`src/rtl/xover_coef_ctrl_if.sv`:
```
// Host/filter-side bundle for xover_coef_ctrl: shadow write port, commit/sync, active coefficients.
// Optional readback signals exist only when XOVER_COEF_READBACK_EN is defined.
interface xover_coef_ctrl_if #(
    parameter int unsigned NBITS = 32
);
    logic                    i_wr_en;
    logic [3:0]              i_wr_addr;
    logic signed [NBITS-1:0] i_wr_data;
    logic                    i_commit;
    logic                    i_sample_valid;

    logic signed [NBITS-1:0] o_lp_a0;
    logic signed [NBITS-1:0] o_lp_a1;
    logic signed [NBITS-1:0] o_lp_a2;
    logic signed [NBITS-1:0] o_lp_b1;
    logic signed [NBITS-1:0] o_lp_b2;
    logic signed [NBITS-1:0] o_hp_a0;
    logic signed [NBITS-1:0] o_hp_a1;
    logic signed [NBITS-1:0] o_hp_a2;
    logic signed [NBITS-1:0] o_hp_b1;
    logic signed [NBITS-1:0] o_hp_b2;
    logic                    o_pending;
    logic                    o_swap_done;
    logic                    o_wr_err;
    logic                    o_timeout;

`ifdef XOVER_COEF_READBACK_EN
    logic                    i_rd_sel;
    logic [NBITS-1:0]        o_rd_data;
`endif

    // Host / testbench side
    modport master (
`ifdef XOVER_COEF_READBACK_EN
        output i_rd_sel,
        input  o_rd_data,
`endif
        output i_wr_en, i_wr_addr, i_wr_data, i_commit, i_sample_valid,
        input  o_lp_a0, o_lp_a1, o_lp_a2, o_lp_b1, o_lp_b2,
        input  o_hp_a0, o_hp_a1, o_hp_a2, o_hp_b1, o_hp_b2,
        input  o_pending, o_swap_done, o_wr_err, o_timeout
    );

    // Controller side
    modport slave (
`ifdef XOVER_COEF_READBACK_EN
        input  i_rd_sel,
        output o_rd_data,
`endif
        input  i_wr_en, i_wr_addr, i_wr_data, i_commit, i_sample_valid,
        output o_lp_a0, o_lp_a1, o_lp_a2, o_lp_b1, o_lp_b2,
        output o_hp_a0, o_hp_a1, o_hp_a2, o_hp_b1, o_hp_b2,
        output o_pending, o_swap_done, o_wr_err, o_timeout
    );
endinterface

```
`src/rtl/xover_coef_ctrl.sv`:
```
// Crossover biquad coefficient bank: host writes a shadow bank, commit swaps it into the active
// bank atomically on a sample boundary (or after a timeout). Readback via XOVER_COEF_READBACK_EN.
module xover_coef_ctrl #(
    parameter int unsigned NBITS       = 32,
    parameter int unsigned TIMEOUT_CYC = 4096
) (
    input logic              i_mck,
    input logic              i_rstn,
    xover_coef_ctrl_if.slave bus
);
    localparam int unsigned    NCOEF    = 10;
    localparam int unsigned    CNT_W    = (TIMEOUT_CYC > 1) ? $clog2(TIMEOUT_CYC) : 1;
    localparam logic [CNT_W-1:0] CNT_LAST = CNT_W'(TIMEOUT_CYC - 1);

    typedef enum logic {
        S_IDLE,
        S_PENDING
    } state_e;

    state_e                  state_q;
    logic [CNT_W-1:0]        cnt_q;
    logic signed [NBITS-1:0] shadow_q [NCOEF];
    logic signed [NBITS-1:0] active_q [NCOEF];
    logic                    pending_q;
    logic                    swap_done_q;
    logic                    wr_err_q;
    logic                    timeout_q;

    logic addr_ok_c;
    logic wr_ok_c;
    logic force_c;
    logic load_c;

    // Write acceptance and swap qualification for the current edge
    always_comb begin
        addr_ok_c = 1'b0;
        wr_ok_c   = 1'b0;
        force_c   = 1'b0;
        load_c    = 1'b0;
        addr_ok_c = (bus.i_wr_addr < 4'(NCOEF));
        wr_ok_c   = bus.i_wr_en && addr_ok_c && (state_q == S_IDLE);
        force_c   = (state_q == S_PENDING) && !bus.i_sample_valid && (cnt_q == CNT_LAST);
        load_c    = (state_q == S_PENDING) && (bus.i_sample_valid || force_c);
    end

    // Control FSM, shadow/active banks and status pulses
    always_ff @(posedge i_mck or negedge i_rstn) begin
        if (!i_rstn) begin
            state_q     <= S_IDLE;
            cnt_q       <= '0;
            pending_q   <= 1'b0;
            swap_done_q <= 1'b0;
            wr_err_q    <= 1'b0;
            timeout_q   <= 1'b0;
            for (int i = 0; i < int'(NCOEF); i++) begin
                shadow_q[i] <= '0;
                active_q[i] <= '0;
            end
        end else begin
            swap_done_q <= 1'b0;
            timeout_q   <= 1'b0;
            wr_err_q    <= bus.i_wr_en && !wr_ok_c;

            // A write coincident with commit lands first, so it rides along with the commit
            if (wr_ok_c) begin
                shadow_q[bus.i_wr_addr] <= bus.i_wr_data;
            end

            case (state_q)
                S_IDLE: begin
                    if (bus.i_commit) begin
                        state_q   <= S_PENDING;
                        pending_q <= 1'b1;
                        cnt_q     <= '0;
                    end
                end
                S_PENDING: begin
                    if (load_c) begin
                        for (int i = 0; i < int'(NCOEF); i++) begin
                            active_q[i] <= shadow_q[i];
                        end
                        state_q     <= S_IDLE;
                        pending_q   <= 1'b0;
                        swap_done_q <= 1'b1;
                        timeout_q   <= force_c;
                    end else begin
                        cnt_q <= cnt_q + CNT_W'(1);
                    end
                end
                default: begin
                    state_q   <= S_IDLE;
                    pending_q <= 1'b0;
                end
            endcase
        end
    end

    assign bus.o_lp_a0     = active_q[0];
    assign bus.o_lp_a1     = active_q[1];
    assign bus.o_lp_a2     = active_q[2];
    assign bus.o_lp_b1     = active_q[3];
    assign bus.o_lp_b2     = active_q[4];
    assign bus.o_hp_a0     = active_q[5];
    assign bus.o_hp_a1     = active_q[6];
    assign bus.o_hp_a2     = active_q[7];
    assign bus.o_hp_b1     = active_q[8];
    assign bus.o_hp_b2     = active_q[9];
    assign bus.o_pending   = pending_q;
    assign bus.o_swap_done = swap_done_q;
    assign bus.o_wr_err    = wr_err_q;
    assign bus.o_timeout   = timeout_q;

`ifdef XOVER_COEF_READBACK_EN
    logic [NBITS-1:0] rd_data_q;

    // Registered readback of the addressed register; reserved addresses read as zero
    always_ff @(posedge i_mck or negedge i_rstn) begin
        if (!i_rstn) begin
            rd_data_q <= '0;
        end else if (!addr_ok_c) begin
            rd_data_q <= '0;
        end else if (bus.i_rd_sel) begin
            rd_data_q <= active_q[bus.i_wr_addr];
        end else begin
            rd_data_q <= shadow_q[bus.i_wr_addr];
        end
    end

    assign bus.o_rd_data = rd_data_q;
`endif

endmodule

```
`src/flat_wrapper.sv`:
```
// flat-port wrapper written by rule: the top's interface ports become plain ports
module xover_coef_ctrl_flat 
#(
    parameter int unsigned NBITS       = 32,
    parameter int unsigned TIMEOUT_CYC = 4096
)
  (i_mck, i_rstn, bus_i_wr_en, bus_i_wr_addr, bus_i_wr_data, bus_i_commit, bus_i_sample_valid, bus_o_lp_a0, bus_o_lp_a1, bus_o_lp_a2, bus_o_lp_b1, bus_o_lp_b2, bus_o_hp_a0, bus_o_hp_a1, bus_o_hp_a2, bus_o_hp_b1, bus_o_hp_b2, bus_o_pending, bus_o_swap_done, bus_o_wr_err, bus_o_timeout);
  xover_coef_ctrl_if #(.NBITS(NBITS)) bus_i ();
  input logic i_mck;
  input logic i_rstn;
  input wire logic [$bits(bus_i.i_wr_en)-1:0] bus_i_wr_en;
  input wire logic [$bits(bus_i.i_wr_addr)-1:0] bus_i_wr_addr;
  input wire logic [$bits(bus_i.i_wr_data)-1:0] bus_i_wr_data;
  input wire logic [$bits(bus_i.i_commit)-1:0] bus_i_commit;
  input wire logic [$bits(bus_i.i_sample_valid)-1:0] bus_i_sample_valid;
  output wire logic [$bits(bus_i.o_lp_a0)-1:0] bus_o_lp_a0;
  output wire logic [$bits(bus_i.o_lp_a1)-1:0] bus_o_lp_a1;
  output wire logic [$bits(bus_i.o_lp_a2)-1:0] bus_o_lp_a2;
  output wire logic [$bits(bus_i.o_lp_b1)-1:0] bus_o_lp_b1;
  output wire logic [$bits(bus_i.o_lp_b2)-1:0] bus_o_lp_b2;
  output wire logic [$bits(bus_i.o_hp_a0)-1:0] bus_o_hp_a0;
  output wire logic [$bits(bus_i.o_hp_a1)-1:0] bus_o_hp_a1;
  output wire logic [$bits(bus_i.o_hp_a2)-1:0] bus_o_hp_a2;
  output wire logic [$bits(bus_i.o_hp_b1)-1:0] bus_o_hp_b1;
  output wire logic [$bits(bus_i.o_hp_b2)-1:0] bus_o_hp_b2;
  output wire logic [$bits(bus_i.o_pending)-1:0] bus_o_pending;
  output wire logic [$bits(bus_i.o_swap_done)-1:0] bus_o_swap_done;
  output wire logic [$bits(bus_i.o_wr_err)-1:0] bus_o_wr_err;
  output wire logic [$bits(bus_i.o_timeout)-1:0] bus_o_timeout;
  assign bus_i.i_wr_en = bus_i_wr_en;
  assign bus_i.i_wr_addr = bus_i_wr_addr;
  assign bus_i.i_wr_data = bus_i_wr_data;
  assign bus_i.i_commit = bus_i_commit;
  assign bus_i.i_sample_valid = bus_i_sample_valid;
  assign bus_o_lp_a0 = bus_i.o_lp_a0;
  assign bus_o_lp_a1 = bus_i.o_lp_a1;
  assign bus_o_lp_a2 = bus_i.o_lp_a2;
  assign bus_o_lp_b1 = bus_i.o_lp_b1;
  assign bus_o_lp_b2 = bus_i.o_lp_b2;
  assign bus_o_hp_a0 = bus_i.o_hp_a0;
  assign bus_o_hp_a1 = bus_i.o_hp_a1;
  assign bus_o_hp_a2 = bus_i.o_hp_a2;
  assign bus_o_hp_b1 = bus_i.o_hp_b1;
  assign bus_o_hp_b2 = bus_i.o_hp_b2;
  assign bus_o_pending = bus_i.o_pending;
  assign bus_o_swap_done = bus_i.o_swap_done;
  assign bus_o_wr_err = bus_i.o_wr_err;
  assign bus_o_timeout = bus_i.o_timeout;
  xover_coef_ctrl #(.NBITS(NBITS), .TIMEOUT_CYC(TIMEOUT_CYC)) u_core (.i_mck(i_mck), .i_rstn(i_rstn), .bus(bus_i));
endmodule
```
`config.mk`:
```
export PLATFORM = sky130hd
export DESIGN_NAME = xover_coef_ctrl_flat
export DESIGN_NICKNAME = d
export VERILOG_FILES = /design/src/rtl/xover_coef_ctrl_if.sv /design/src/rtl/xover_coef_ctrl.sv /design/src/flat_wrapper.sv
export SDC_FILE = /design/constraint.sdc
export NUM_CORES = 1
export LEC_CHECK = 0
export BUFFER_PORTS_ARGS = -buffer_cell sky130_fd_sc_hd__clkbuf_2
export CAP_MARGIN = 20
export CORE_MARGIN = 5
export CORE_UTILIZATION = 64
export CTS_BUF_LIST = sky130_fd_sc_hd__clkbuf_4 sky130_fd_sc_hd__clkbuf_8
export DETAILED_ROUTE_END_ITERATION = 10
export GPL_ROUTABILITY_DRIVEN = 0
export PLACE_DENSITY = 0.91
export SETUP_SLACK_MARGIN = 0.3
export SLEW_MARGIN = 20
export SYNTH_ARGS = -nofsm -noshare
export SYNTH_HDL_FRONTEND = slang
export SYNTH_SLANG_ARGS = --single-unit
```
`constraint.sdc`:
```
create_clock -name i_mck -period 6.9 [get_ports i_mck]
set_clock_uncertainty 0.2 [all_clocks]
set_input_delay 1.035 -clock i_mck [delete_from_list [all_inputs] [get_ports i_mck]]
set_output_delay 1.035 -clock i_mck [all_outputs]
set_load 0.05 [all_outputs]
```
==> impl_metrics.json <==
{
  "synth_flop_cell": "dfrtp_1",
  "synth_seq_area_share": 0.6607,
  "switchingPower_w": 0.006097,
  "fin_setup_tns_ns": 0,
  "dp_cells": 2285,
  "rows": 72,
  "io_buffers": 364,
  "clk_pin_slew_worst_paths_ns": 0.06,
  "cap_viol_max_count": 0,
  "synth-edff-count": 0,
  "setup_violations": 0,
  "tightest_slew_ns": 1.159,
  "worstSetupPathType": "flip-flop to flip-flop",
  "die_x_um": 207.2,
  "yosysUniqueCellTypes": 49,
  "synthArstFlopShare": 1.000,
  "hp-class": "input pin to asynchronous set/reset pin",
  "p_sw_frac": 0.4206,
  "period_needed_ns": 3.641,
  "die_y_um": 207.2,
  "maxSlewHeadroom": 0.2244,
  "grt_pass1_wl_mm": 96.39,
  "grt_max_degree": 189,
  "synthDominantCellAreaShare": 0.6607,
  "cts_setup_buffers": 0,
  "die_area_sq_um": 42920,
  "wirelength_mm": 61.42,
  "drc": 0,
  "synth-compound-area-share": 0.004978,
  "synth_warnings": 0,
  "num_io_pins": 365,
  "internal_power_w": 0.008399,
  "antenna_found_initial": 0,
  "required_ns": 7.22,
  "p_per_area_nw_per_um2": 499.2,
  "drt-initial-drc-count": 813,
  "synth_top_family_by_area": "multiplexers",
  "yosysMostFrequentCell": "dfrtp_1",
  "post-dp-hpwl_mm": 37.32,
  "cts-resized-gates": 0,
  "clock_latency_ns": 0.65,
  "syn_to_final_growth_pct": 16.70,
  "maxSlewViolCount": 0,
  "crit_path_max_fanout": 153,
  "synth_top_area_cell": "dfrtp_1",
  "syn_area_per_cell_sq_um": 16.68,
  "numCtsBuffers": 99,
  "hold_viol": 0,
  "arrival_ns": 3.96,
  "p_clk_frac": 0.234,
  "leakagePower_nw": 14.53,
  "timing.hold.ws_ns": 0.06589,
  "startpoint_type": "flip-flop",
  "drt.antenna.violating_nets": 0,
  "rsz0062_at_grt": "false",
  "cts_sinks": 657,
  "nets": 1911,
  "diodes": 0,
  "synth-simple-area-share": 0.01423,
  "netlist_instances": 1492,
  "synth_xor_area_frac": 0,
  "syn_area_sq_um": 24880,
  "post-route-period-util": 0.5277,
  "routedWlPerCell_um": 24.99,
  "grt_pass1_vias": 15960,
  "synthTopCellsByCount": "dfrtp_1 (657), mux2_2 (440), mux2_1 (200)",
  "synthMuxAreaShare": 0.2912,
  "start_util": 0.6454,
  "status": "finished, final reports clean",
  "dr.pass1.iters": 5,
  "vias": 14330,
  "multi_input_area_sq_um": 7770,
  "irDropWorstVdd_mv": 0.4429,
  "clock_path_buffers": 3,
  "synth.top_cells.by_area": "dfrtp_1 (66%), mux2_2 (20%), mux2_1 (9.1%)",
  "fill_cells": 2210,
  "cts_root_buffer": "clkbuf_8",
  "comb_power_share": 0.360,
  "cts_tree": "built",
  "cts_max_level": 3,
  "regArea_sq_um": 16440,
  "end_kind": "flip-flop",
  "vias_per_cell": 5.831,
  "power_frac_seq": 0.407,
  "synth_fp_nets": 1534,
  "synth_adder_area_share": 0.0005028,
  "drive_above_1_share": 0.5165,
  "grt_usage": 0.2865,
  "grt.overflow.total": 0,
  "stdcell_count": 2458,
  "cts_hold_buf": 0,
  "ys_seq_elements": 657,
  "core_area_sq_um": 38560,
  "timing.fmax_ghz": 0.2747
}
-- flip-flops by register name, summed over array words and instances (netlist names), 12 cells and up --
name / cells
u_core.bus.o_hp_a1: 32
u_core.bus.o_hp_a0: 32
u_core.bus.o_hp_b2: 32
u_core.bus.o_lp_a0: 32
u_core.bus.o_lp_a2: 32
u_core.shadow_q: 320
u_core.bus.o_hp_a2: 32
u_core.bus.o_lp_b1: 32
u_core.bus.o_lp_a1: 32
u_core.bus.o_lp_b2: 32
u_core.bus.o_hp_b1: 32
u_core.cnt_q: 12
-- path summary, 6_finish.rpt --
kind                                      from                     end  slack, ns  cells past startpoint
hold reg to reg            u_core.shadow_q[44]  u_core.bus.o_hp_b1[12]       0.28                      1
setup reg to reg               u_core.cnt_q[0]  u_core.bus.o_lp_a1[14]       3.26                      7
max in group asynchronous               i_rstn    u_core.shadow_q[275]       4.67                      3
min in group i_mck         u_core.shadow_q[44]  u_core.bus.o_hp_b1[12]       0.28                      1
setup / recovery               u_core.cnt_q[0]  u_core.bus.o_lp_a1[14]       3.26                      7
hold / removal                          i_rstn    u_core.shadow_q[117]       0.07                      1
-- routing by layer --
metal / up-vias / GRT usage / share of wire / routed length [um]
li1: 6013 / - / - / -
met1: 7616 / 0.3689 / 0.39 / 24230
met2: 568 / 0.4740 / 0.50 / 30920
met3: 136 / 0.07201 / 0.067 / 4123
met4: 0 / 0.1147 / 0.035 / 2148
met5: - / 0 / 0 / 0
-- critical path, cell delays in order (launching register included) --
cell and delay [ns]:
dfrtp_1 0.43, ha_1 0.26, nand4_2 0.22, nor4_2 0.45, nor2_4 0.11, clkinv_8 0.55
buf_12 0.60, mux2_2 0.41
-- cell type report --
| type | instances | share of cell area |
|---|---|---|
| Clock inverter | 21 | 0.007713 |
| Clock buffer | 151 | 0.06618 |
| Inverter | 9 | 0.001594 |
| Multi-Input combinational cell | 727 | 0.2676 |
| Sequential cell | 657 | 0.5662 |
| Timing Repair Buffer | 375 | 0.06846 |
| Tap cell | 518 | 0.02232 |
-- through the flow --
step	area [sq um]	utilization	setup slack, ns	total power [W]
after CTS	29000	0.7522	3.361	0.01457
after detailed placement	26860	0.6965	3.323	0.01109
after global placement	26840	0.6962	3.389	0.01085
after global routing	29040	0.7531	3.150	0.01506
after floorplan	24880	-	4.219	0.009581
final	29040	0.7531	3.259	0.01450
-- cells in the final DEF, fill, tap and decap left out, types with 3 or more instances in the layout --
cell type,synthesis,final
buf_12,1,4
buf_4,9,5
bufinv_16,0,4
clkbuf_2,1,363
clkbuf_4,0,25
clkbuf_8,0,126
clkinv_2,0,11
clkinvlp_4,0,3
dfrtp_1,657,657
inv_1,8,8
inv_6,0,3
mux2_1,200,200
mux2_2,440,440
mux2i_1,4,4
nand2_1,15,9
nand2_2,0,4
nand3_1,5,5
nand4_1,5,5
nor2_1,10,10
nor2b_1,5,5
nor3_1,4,4
nor4_1,3,3
o21ai_0,3,3
-- cell families after synthesis --
kind of cell | count (synthesis)
mux | 644
compound gates | 18
buf+inv | 108
fa+ha+maj | 1
flops | 657
simple gates | 64
-- power groups by stage --
| stage | sequential [W] | combinational [W] | clock (W) |
|---|---|---|---|
| after global placement | 0.00578 | 0.00508 | 0 |
| after CTS | 0.00587 | 0.00526 | 0.00344 |
| final | 0.00589 | 0.00521 | 0.00339 |
| after floorplan | 0.00841 | 0.00117 | 0 |
| after global routing | 0.00601 | 0.00543 | 0.00362 |
| after detailed placement | 0.00589 | 0.00520 | 0 |
No activity file was read; power rests on OpenSTA's default activity.
